==> config.mk <==
export PLATFORM = sky130hd
export DESIGN_NAME = idle_anim_ctrl_flat
export DESIGN_NICKNAME = d
export VERILOG_FILES = /design/src/rtl/idle_anim_ctrl_pkg.sv /design/src/rtl/idle_anim_ctrl_if.sv /design/src/rtl/idle_raster_cnt.sv /design/src/rtl/idle_anim_ctrl.sv /design/src/flat_wrapper.sv
export SDC_FILE = /design/constraint.sdc
export NUM_CORES = 1
export LEC_CHECK = 0
export CORE_MARGIN = 4
export CORE_UTILIZATION = 42
export CTS_BUF_LIST = sky130_fd_sc_hd__clkbuf_16
export DETAILED_ROUTE_END_ITERATION = 10
export PLACE_DENSITY = 0.77
export SYNTH_ARGS = -nofsm -noshare
export SYNTH_HDL_FRONTEND = slang
export SYNTH_SLANG_ARGS = --single-unit
==> constraint.sdc <==
create_clock -name clk -period 2.2 [get_ports clk]
set_clock_uncertainty 0.1 [all_clocks]
set_input_delay 0.44 -clock clk [delete_from_list [all_inputs] [get_ports clk]]
set_output_delay 0.44 -clock clk [all_outputs]
set_load 0.005 [all_outputs]
==> src/rtl/idle_anim_ctrl_pkg.sv <==
// Shared types and constants for the idle animation controller.
// Screen geometry, FSM states and the RGB565 pixel type.
package idle_anim_ctrl_pkg;

  localparam int LCD_WIDTH  = 132;
  localparam int LCD_HEIGHT = 132;

  typedef enum logic [1:0] {
    IDLE,
    SCAN,
    FLUSH,
    DONE
  } state_t;

  typedef logic [15:0] rgb565_t;

  function automatic int cnt_w(input int n);
    return (n <= 1) ? 1 : $clog2(n);
  endfunction

endpackage

==> src/rtl/idle_anim_ctrl_if.sv <==
// ROM address/data and pixel handshake bundle.
// master = animation controller, slave = ROM plus display writer.
interface idle_anim_ctrl_if;
  import idle_anim_ctrl_pkg::*;

  logic [3:0] step;
  logic [7:0] ram_addr_x;
  logic [7:0] ram_addr_y;
  rgb565_t    ram_data;
  rgb565_t    pix_data;
  logic       pix_valid;
  logic       pix_ready;
  logic       frame_done;

  modport master (
    output step, ram_addr_x, ram_addr_y,
    output pix_data, pix_valid, frame_done,
    input  ram_data, pix_ready
  );

  modport slave (
    input  step, ram_addr_x, ram_addr_y,
    input  pix_data, pix_valid, frame_done,
    output ram_data, pix_ready
  );

endinterface

==> src/rtl/idle_raster_cnt.sv <==
// Raster x/y walker with a per-step frame counter.
// One advance moves one pixel; wrapping the last line bumps the frame.
module idle_raster_cnt
  import idle_anim_ctrl_pkg::*;
#(
  parameter int WIDTH       = LCD_WIDTH,
  parameter int HEIGHT      = LCD_HEIGHT,
  parameter int HOLD_FRAMES = 2
) (
  input  logic       clk,
  input  logic       rst_n,
  input  logic       clr,
  input  logic       advance,
  output logic [7:0] x,
  output logic [7:0] y,
  output logic       last_pixel,
  output logic       last_frame
);

  localparam int XW = cnt_w(WIDTH);
  localparam int YW = cnt_w(HEIGHT);
  localparam int FW = cnt_w(HOLD_FRAMES);

  localparam logic [XW-1:0] XMAX = XW'(WIDTH - 1);
  localparam logic [YW-1:0] YMAX = YW'(HEIGHT - 1);
  localparam logic [FW-1:0] FMAX = FW'(HOLD_FRAMES - 1);

  logic [XW-1:0] x_q;
  logic [YW-1:0] y_q;
  logic [FW-1:0] f_q;

  always_ff @(posedge clk or negedge rst_n) begin
    if (!rst_n) begin
      x_q <= '0;
      y_q <= '0;
      f_q <= '0;
    end else if (clr) begin
      x_q <= '0;
      y_q <= '0;
      f_q <= '0;
    end else if (advance) begin
      if (x_q == XMAX) begin
        x_q <= '0;
        if (y_q == YMAX) begin
          y_q <= '0;
          f_q <= (f_q == FMAX) ? '0 : f_q + 1'b1;
        end else begin
          y_q <= y_q + 1'b1;
        end
      end else begin
        x_q <= x_q + 1'b1;
      end
    end
  end

  assign x          = 8'(x_q);
  assign y          = 8'(y_q);
  assign last_pixel = (x_q == XMAX) && (y_q == YMAX);
  assign last_frame = (f_q == FMAX);

endmodule

==> src/rtl/idle_anim_ctrl.sv <==
// Idle-screen animation scanner: walks the ROM raster per step.
// Define IDLE_ANIM_LOOP_EN to loop steps forever instead of stopping.
module idle_anim_ctrl
  import idle_anim_ctrl_pkg::*;
#(
  parameter int WIDTH       = LCD_WIDTH,
  parameter int HEIGHT      = LCD_HEIGHT,
  parameter int NUM_STEPS   = 4,
  parameter int HOLD_FRAMES = 2
) (
  input  logic              clk,
  input  logic              rst_n,
  input  logic              start,
  input  logic              stop,
  output logic              busy,
  idle_anim_ctrl_if.master  bus
);

`ifdef IDLE_ANIM_LOOP_EN
  localparam bit LOOP = 1'b1;
`else
  localparam bit LOOP = 1'b0;
`endif

  localparam logic [3:0] SMAX = 4'(NUM_STEPS - 1);

  state_t     state, state_n;
  logic [3:0] step_q;
  rgb565_t    pix_q;
  logic       valid_q;
  logic       done_q;
  logic       load, accept, clr, advance;
  logic       last_pixel, last_frame, last_step;

  idle_raster_cnt #(
    .WIDTH       (WIDTH),
    .HEIGHT      (HEIGHT),
    .HOLD_FRAMES (HOLD_FRAMES)
  ) u_cnt (
    .clk        (clk),
    .rst_n      (rst_n),
    .clr        (clr),
    .advance    (advance),
    .x          (bus.ram_addr_x),
    .y          (bus.ram_addr_y),
    .last_pixel (last_pixel),
    .last_frame (last_frame)
  );

  assign last_step = (step_q == SMAX);

  always_ff @(posedge clk or negedge rst_n) begin
    if (!rst_n) state <= IDLE;
    else        state <= state_n;
  end

  always_comb begin
    state_n = state;
    load    = 1'b0;
    accept  = 1'b0;
    clr     = 1'b0;
    unique case (state)
      IDLE: begin
        if (start) begin
          state_n = SCAN;
          clr     = 1'b1;
        end
      end
      SCAN: begin
        load = !valid_q || bus.pix_ready;
        if (load && last_pixel) state_n = FLUSH;
      end
      FLUSH: begin
        if (bus.pix_ready) begin
          accept  = 1'b1;
          state_n = SCAN;
          if (last_frame && last_step && !LOOP)
            state_n = DONE;
        end
      end
      DONE: begin
        if (start) begin
          state_n = SCAN;
          clr     = 1'b1;
        end
      end
    endcase
    if (stop) begin
      state_n = IDLE;
      clr     = 1'b1;
      load    = 1'b0;
      accept  = 1'b0;
    end
  end

  // The final pixel holds its address until FLUSH sees it accepted.
  assign advance = (load && !last_pixel) || accept;

  always_ff @(posedge clk or negedge rst_n) begin
    if (!rst_n) begin
      step_q  <= '0;
      pix_q   <= '0;
      valid_q <= 1'b0;
      done_q  <= 1'b0;
    end else begin
      done_q <= accept;
      if (clr) begin
        step_q  <= '0;
        pix_q   <= '0;
        valid_q <= 1'b0;
      end else if (load) begin
        pix_q   <= bus.ram_data;
        valid_q <= 1'b1;
      end else if (accept) begin
        pix_q   <= '0;
        valid_q <= 1'b0;
        if (last_frame) begin
          if (!last_step)  step_q <= step_q + 4'd1;
          else if (LOOP)   step_q <= '0;
        end
      end
    end
  end

  assign bus.step       = step_q;
  assign bus.pix_data   = pix_q;
  assign bus.pix_valid  = valid_q;
  assign bus.frame_done = done_q;
  assign busy = (state == SCAN) || (state == FLUSH);

endmodule

==> src/flat_wrapper.sv <==
// flat-port wrapper written by rule: the top's interface ports become plain ports
module idle_anim_ctrl_flat import idle_anim_ctrl_pkg::*;
#(
  parameter int WIDTH       = LCD_WIDTH,
  parameter int HEIGHT      = LCD_HEIGHT,
  parameter int NUM_STEPS   = 4,
  parameter int HOLD_FRAMES = 2
)
  (clk, rst_n, start, stop, busy, bus_step, bus_ram_addr_x, bus_ram_addr_y, bus_pix_data, bus_pix_valid, bus_frame_done, bus_ram_data, bus_pix_ready);
  idle_anim_ctrl_if bus_i ();
  input  logic clk;
  input  logic rst_n;
  input  logic start;
  input  logic stop;
  output logic busy;
  output wire logic [$bits(bus_i.step)-1:0] bus_step;
  output wire logic [$bits(bus_i.ram_addr_x)-1:0] bus_ram_addr_x;
  output wire logic [$bits(bus_i.ram_addr_y)-1:0] bus_ram_addr_y;
  output wire logic [$bits(bus_i.pix_data)-1:0] bus_pix_data;
  output wire logic [$bits(bus_i.pix_valid)-1:0] bus_pix_valid;
  output wire logic [$bits(bus_i.frame_done)-1:0] bus_frame_done;
  input wire logic [$bits(bus_i.ram_data)-1:0] bus_ram_data;
  input wire logic [$bits(bus_i.pix_ready)-1:0] bus_pix_ready;
  assign bus_step = bus_i.step;
  assign bus_ram_addr_x = bus_i.ram_addr_x;
  assign bus_ram_addr_y = bus_i.ram_addr_y;
  assign bus_pix_data = bus_i.pix_data;
  assign bus_pix_valid = bus_i.pix_valid;
  assign bus_frame_done = bus_i.frame_done;
  assign bus_i.ram_data = bus_ram_data;
  assign bus_i.pix_ready = bus_pix_ready;
  idle_anim_ctrl #(.WIDTH(WIDTH), .HEIGHT(HEIGHT), .NUM_STEPS(NUM_STEPS), .HOLD_FRAMES(HOLD_FRAMES)) u_core (.clk(clk), .rst_n(rst_n), .start(start), .stop(stop), .busy(busy), .bus(bus_i));
endmodule
==> impl_metrics.toml, run 1 <==
[logic_synthesis]
synth_largest_area_cell = "dfrtp_1"
ys_seq_area_share_pct = 50.9
synth_area_um2 = 2010
avgSynthCellArea_um2 = 10.7
ys_async_sr_fraction_pct = 100
ys_warn_count = 0
ys_types = 39
synth-edff-count = 0
syn_nets = 215
netlist.area_leader.share_pct = 50.9
synth_area_leaders = "dfrtp_1, a22o_1, ha_1"
syn_inst = 188
synth_most_common_cell = "dfrtp_1"
synthFlopType = "dfrtp_1"
synth_common_cells = "dfrtp_1, a22o_1, nand2_1, o21ai_0, nor2_1"
ys_ff_latch = 41

[pwr]
internal-power_w = 0.00207
seqPwrFrac_pct = 32.9
p_sw_share_pct = 29.2
total_power_w = 0.00292
p_per_area_nw_per_um2 = 953
pwr-share-clk_pct = 32.2
ir_drop_mv = 0.494
power_switching_w = 0.000853
p_comb_share_pct = 34.8
p_leak_nw = 1.40

[layout]
num_antenna_cells = 0
fill_cells = 354
syn_to_final_growth_pct = 52.2
drive_gt1_share_pct = 18.8
nets = 302
multi_input_area_um2 = 953
regArea_um2 = 1030
final_cells = 328

[clock_network]
clkTransAtPathRegs_ns = 0.06
cts.sinks = 41
clk_latency_ns = 0.28
cts_root_buffer = "clkbuf_16"
cts.path.max_buffers = 2
cts_tree = "done"
cts_setup_buffers = 0
holdBufCountCts = 0
numCtsBuffers = 5
htree_levels = 2

[sta]
final.period_utilization_pct = 96.5
fin_crit_ns = 2.12
rsz0062_at_grt = "false"
tightest_slew_ns = 0.372
setup_viol = 0
drv_slew = 0
max_freq_mhz = 471
finalHoldViolCount = 0
slew_headroom_pct = 75.1

[job]
max-cap-violations = 0

[setup_path]
cp_max_fo = 5
required_ns = 1.66
crit_path_top_delay_cell = "clkdlybuf4s50_1"
crit_type = "reg2out"
cp_cell_sequence = "inv_2 -> ha_4 -> inv_1 -> clkdlybuf4s50_1"
end_kind = "output port"
crit_buf_inv = 3
critPathMaxStageDelay_ns = 0.51
crit_path_start_kind = "flip-flop"
crit_family = "buffers and inverters"
cp.arrival_ns = 1.58

[floorplan]
core-area_um2 = 4500
die_x_um = 77.3
initial_core_util_pct = 44.7
dieHeight_um = 77.3
dieArea_um2 = 5970
io_pins = 60
num_rows = 24

[detailed_routing]
detail_route.wl_per_cell_um = 15.6
route.detailed.drc = 0
drt_iter0_markers = 61
drtAntennaViolNets = 0
num_vias = 1826
drt_pass1_iterations = 4
vias_per_cell = 5.57
wirelength_mm = 5.13

[grt]
grt_max_degree = 42
overflow = 0
antenna_found_initial = 0
grt_pass1_vias = 1867
grt_use_total_pct = 18.2
grt_pass1_wl_mm = 8.71

[run_status]
outcome = "finished clean"

[placed_design]
dp_cells = 320
place_hpwl_mm = 3.74
io_buffers = 59
gp_congestion = 0.830

[worst_hold_path]
hold_class = "in2async"
## layout by cell type (no fill, tap or decap), drive strengths merged, types with 5 or more instances in the layout
cell type      synthesis  routed
a21oi                 10      10
a22o                  21      21
buf                    6      28
clkbuf                 0       5
clkdlybuf4s50          0      58
dfrtp                 41      41
ha                     6       6
inv                    4       5
nand2                 15      15
nand3                  9       9
nor2                  13      13
o21ai                 13      13
## worst paths after layout
path                                                    start                                   to  slack [ns]  cells after the start
max                               u_core.state[0]$_DFFE_PN0P_                                 busy        0.08                      4
min                                                     rst_n        u_core.u_cnt.y[4]$_DFFE_PN0P_        0.02                      2
max reg2reg                     u_core.u_cnt.y[1]$_DFFE_PN0P_  u_core.u_cnt.last_frame$_DFFE_PN0P_        0.19                      7
min reg2reg                u_core.bus.pix_data[4]$_DFFE_PN0P_   u_core.bus.pix_data[4]$_DFFE_PN0P_        0.41                      1
max in group asynchronous                               rst_n       u_core.bus.step[0]$_DFFE_PN0P_        1.78                      2
min in group clk           u_core.bus.pix_data[4]$_DFFE_PN0P_   u_core.bus.pix_data[4]$_DFFE_PN0P_        0.41                      1
## what timing repair did
action	CTS	global route
endpoints found under the hold margin	0	0
setup endpoints to repair	1	1
resized for setup	1	1
gates cloned	0	0
## routing by layer
layer / part of all wire (%) / GRT usage, % / vias up / wire (um)
met1: 47 / 25.0 / 897 / 2410
met5: 0 / 0 / - / 0
li1: - / - / 873 / -
met2: 47 / 28.0 / 50 / 2430
met3: 4.7 / 3.75 / 6 / 239
met4: 1.2 / 7.47 / 0 / 59
## power by group through the flow
| stage | sequential [W] | clock (W) | combinational, W |
|---|---|---|---|
| 2_1_floorplan | 0.000968 | 0 | 0.000462 |
| 3_3_place_gp | 0.000964 | 0 | 0.000971 |
| 3_5_place_dp | 0.000966 | 0 | 0.000989 |
| 4_1_cts | 0.000961 | 0.000963 | 0.00102 |
| 5_1_grt | 0.000978 | 0.000995 | 0.00111 |
| 6_report | 0.000963 | 0.000942 | 0.00102 |
## flip-flops by register name, summed over array words and instances, names as in the netlist
signal and cells:
u_core.bus.pix_data 16, u_core.u_cnt.x 8, u_core.u_cnt.y 8, u_core.bus.step 4, u_core.state 2, u_core.bus.frame_done 1
u_core.bus.pix_valid 1, u_core.u_cnt.last_frame 1
## area by class of cell
type | count | area share, %
multi-input cells | 137 | 31.1
well taps | 52 | 2.12
inverters | 4 | 0.490
clock inverters | 3 | 2.24
clock buffers | 5 | 4.08
flip-flops and latches | 41 | 33.5
repair buffers | 86 | 26.5
## cell families after synthesis
group / count (synthesis) / share of synthesized area, %
multiplexers: 2 / 0.994
flip-flops: 41 / 50.9
AND/OR/NAND/NOR: 63 / 17.0
AO/OA/AOI/OAI: 62 / 23.0
XOR/XNOR: 4 / 1.74
buffers and inverters: 10 / 2.55
adder cells (fa/ha/maj): 6 / 3.73
## through the flow
| step | hold slack (ns) | setup WS [ns] | utilization, % | setup TNS, ns | instance area, um^2 |
|---|---|---|---|---|---|
| 2_1_floorplan | 0.0444 | 0.182 | - | 0 | 2010 |
| 3_3_place_gp | 0.327 | -0.0242 | 63.5 | -0.119 | 2860 |
| 3_5_place_dp | 0.331 | -0.0757 | 63.5 | -0.372 | 2860 |
| 4_1_cts | 0.0308 | 0.0327 | 68.1 | 0 | 3070 |
| 5_1_grt | 0.0418 | 0.0191 | 68.1 | 0 | 3070 |
| 6_report | 0.0244 | 0.0776 | 68.1 | 0 | 3070 |
Power figures use the tool's default switching activity.
==> run 2: changes to the inputs <==
Settings changed: CAP_MARGIN set to 20, RECOVER_POWER set to 50.
==> run 2 against run 1 <==
Against the previous run:
- clock power hardly changed
- final cell count did not move
- global-route usage stayed put
- routed wire length rose by 0.19%
- fmax about the same
- highest routed layer unchanged
==> impl_metrics.toml, run 2 (synthesis results as in run 1) <==
[run_status]
outcome = "finished clean"

[detailed_routing]
detail_route.wl_per_cell_um = 15.7
drt_pass1_iterations = 4
drt_iter0_markers = 77
route.detailed.drc = 0
vias_per_cell = 5.58
wirelength_mm = 5.14
num_vias = 1830
drtAntennaViolNets = 0

[grt]
antenna_found_initial = 0
grt_pass1_vias = 1867
overflow = 0
grt_max_degree = 42
grt_use_total_pct = 18.2
grt_pass1_wl_mm = 8.71

[floorplan]
initial_core_util_pct = 44.7
num_rows = 24
io_pins = 60
core-area_um2 = 4500
dieHeight_um = 77.3
die_x_um = 77.3
dieArea_um2 = 5970

[placed_design]
gp_congestion = 0.830
io_buffers = 59
place_hpwl_mm = 3.74

[clock_network]
cts_setup_buffers = 0
holdBufCountCts = 0
clkTransAtPathRegs_ns = 0.06
numCtsBuffers = 5
clk_latency_ns = 0.28
cts.path.max_buffers = 2
cts_tree = "done"
htree_levels = 2
cts.sinks = 41
cts_root_buffer = "clkbuf_16"

[setup_path]
required_ns = 1.66
crit_path_top_delay_cell = "clkdlybuf4s50_1"
critPathMaxStageDelay_ns = 0.51
cp.arrival_ns = 1.58
cp_cell_sequence = "inv_2 -> ha_4 -> inv_1 -> clkdlybuf4s50_1"
cp_max_fo = 5
r2r_cells = 7
end_kind = "output port"
crit_type = "reg2out"
crit_path_start_kind = "flip-flop"

[layout]
nets = 302
syn_to_final_growth_pct = 51.5
num_antenna_cells = 0
largest_reg_flops = 16
layout_commonest_cell = "dfrtp_1"
final_cell_mix = "dfrtp_1, clkdlybuf4s50_1, buf_4"
finish.utilization_pct = 67.8
drive_gt1_share_pct = 18.8

[worst_hold_path]
hold_class = "in2async"

[sta]
tightest_slew_ns = 0.983
setup_viol = 0
max_freq_mhz = 471
finalHoldViolCount = 0
setup_tns_ns = 0
holdWs_ns = 0.302
final.period_utilization_pct = 96.5
slew_headroom_pct = 34.5
fin_crit_ns = 2.12
drv_slew = 0
rsz0062_at_grt = "false"

[job]
max-cap-violations = 0

[pwr]
total_power_w = 0.00290
ir_drop_mv = 0.488
p_per_area_nw_per_um2 = 951
p_leak_nw = 1.45
## run 2: timing repair
action | in CTS | in global routing
hold endpoints to repair | 0 | 0
endpoints found under the setup margin | 1 | 1
gates resized for setup | 1 | 1
## run 2: final cells by class
type | count | area (um^2)
multi-input combinational | 137 | 953
sequential | 41 | 1030
clock buffer | 5 | 125
timing repair buffer | 86 | 798
tap | 52 | 65.1
clock inverter | 3 | 68.8
fill | 355 | 1450
inverter | 4 | 15.0
## run 2: final timing paths
kind                       slack, ns                                from                             endpoint
min in group clk                0.40  u_core.bus.pix_data[4]$_DFFE_PN0P_   u_core.bus.pix_data[4]$_DFFE_PN0P_
max in group asynchronous       1.09                               rst_n       u_core.bus.step[0]$_DFFE_PN0P_
setup / recovery                0.08         u_core.state[0]$_DFFE_PN0P_                                 busy
hold / removal                  0.30                               rst_n        u_core.u_cnt.y[7]$_DFFE_PN0P_
hold reg to reg                 0.40  u_core.bus.pix_data[4]$_DFFE_PN0P_   u_core.bus.pix_data[4]$_DFFE_PN0P_
setup reg to reg                0.19       u_core.u_cnt.y[1]$_DFFE_PN0P_  u_core.u_cnt.last_frame$_DFFE_PN0P_
## run 2: power breakdown
part           internal (W)  switching (W)  total (W)  leakage, nW
sequential         0.000863      0.0000979   0.000961        0.565
combinational      0.000531       0.000468   0.000999        0.794
clock              0.000653       0.000288   0.000941       0.0944
total               0.00205       0.000853    0.00290         1.45
## run 2: metrics by stage
step / worst slack [ns] / instances / cell area, um^2
floorplan: 0.182 / 188 / 2010
global placement: -0.0242 / 320 / 2860
detailed placement: -0.0757 / 320 / 2860
CTS: 0.0327 / 328 / 3070
global route: 0.0191 / 328 / 3050
finish: 0.0771 / 328 / 3050
## run 2: per-layer routing
metal / vias to the layer above / share of wire, % / global-route usage [%]
met4: 0 / 1.1 / 7.47
met1: 900 / 47 / 25.0
met3: 6 / 4.5 / 3.75
met2: 51 / 47 / 28.0
met5: - / 0 / 0
li1: 873 / - / -
## run 2: worst max-delay path, delay by kind of cell (launching register included)
kind / cells / cell delay, ns
buf+inv: 3 / 0.68
flops: 1 / 0.41
fa+ha+maj: 1 / 0.22
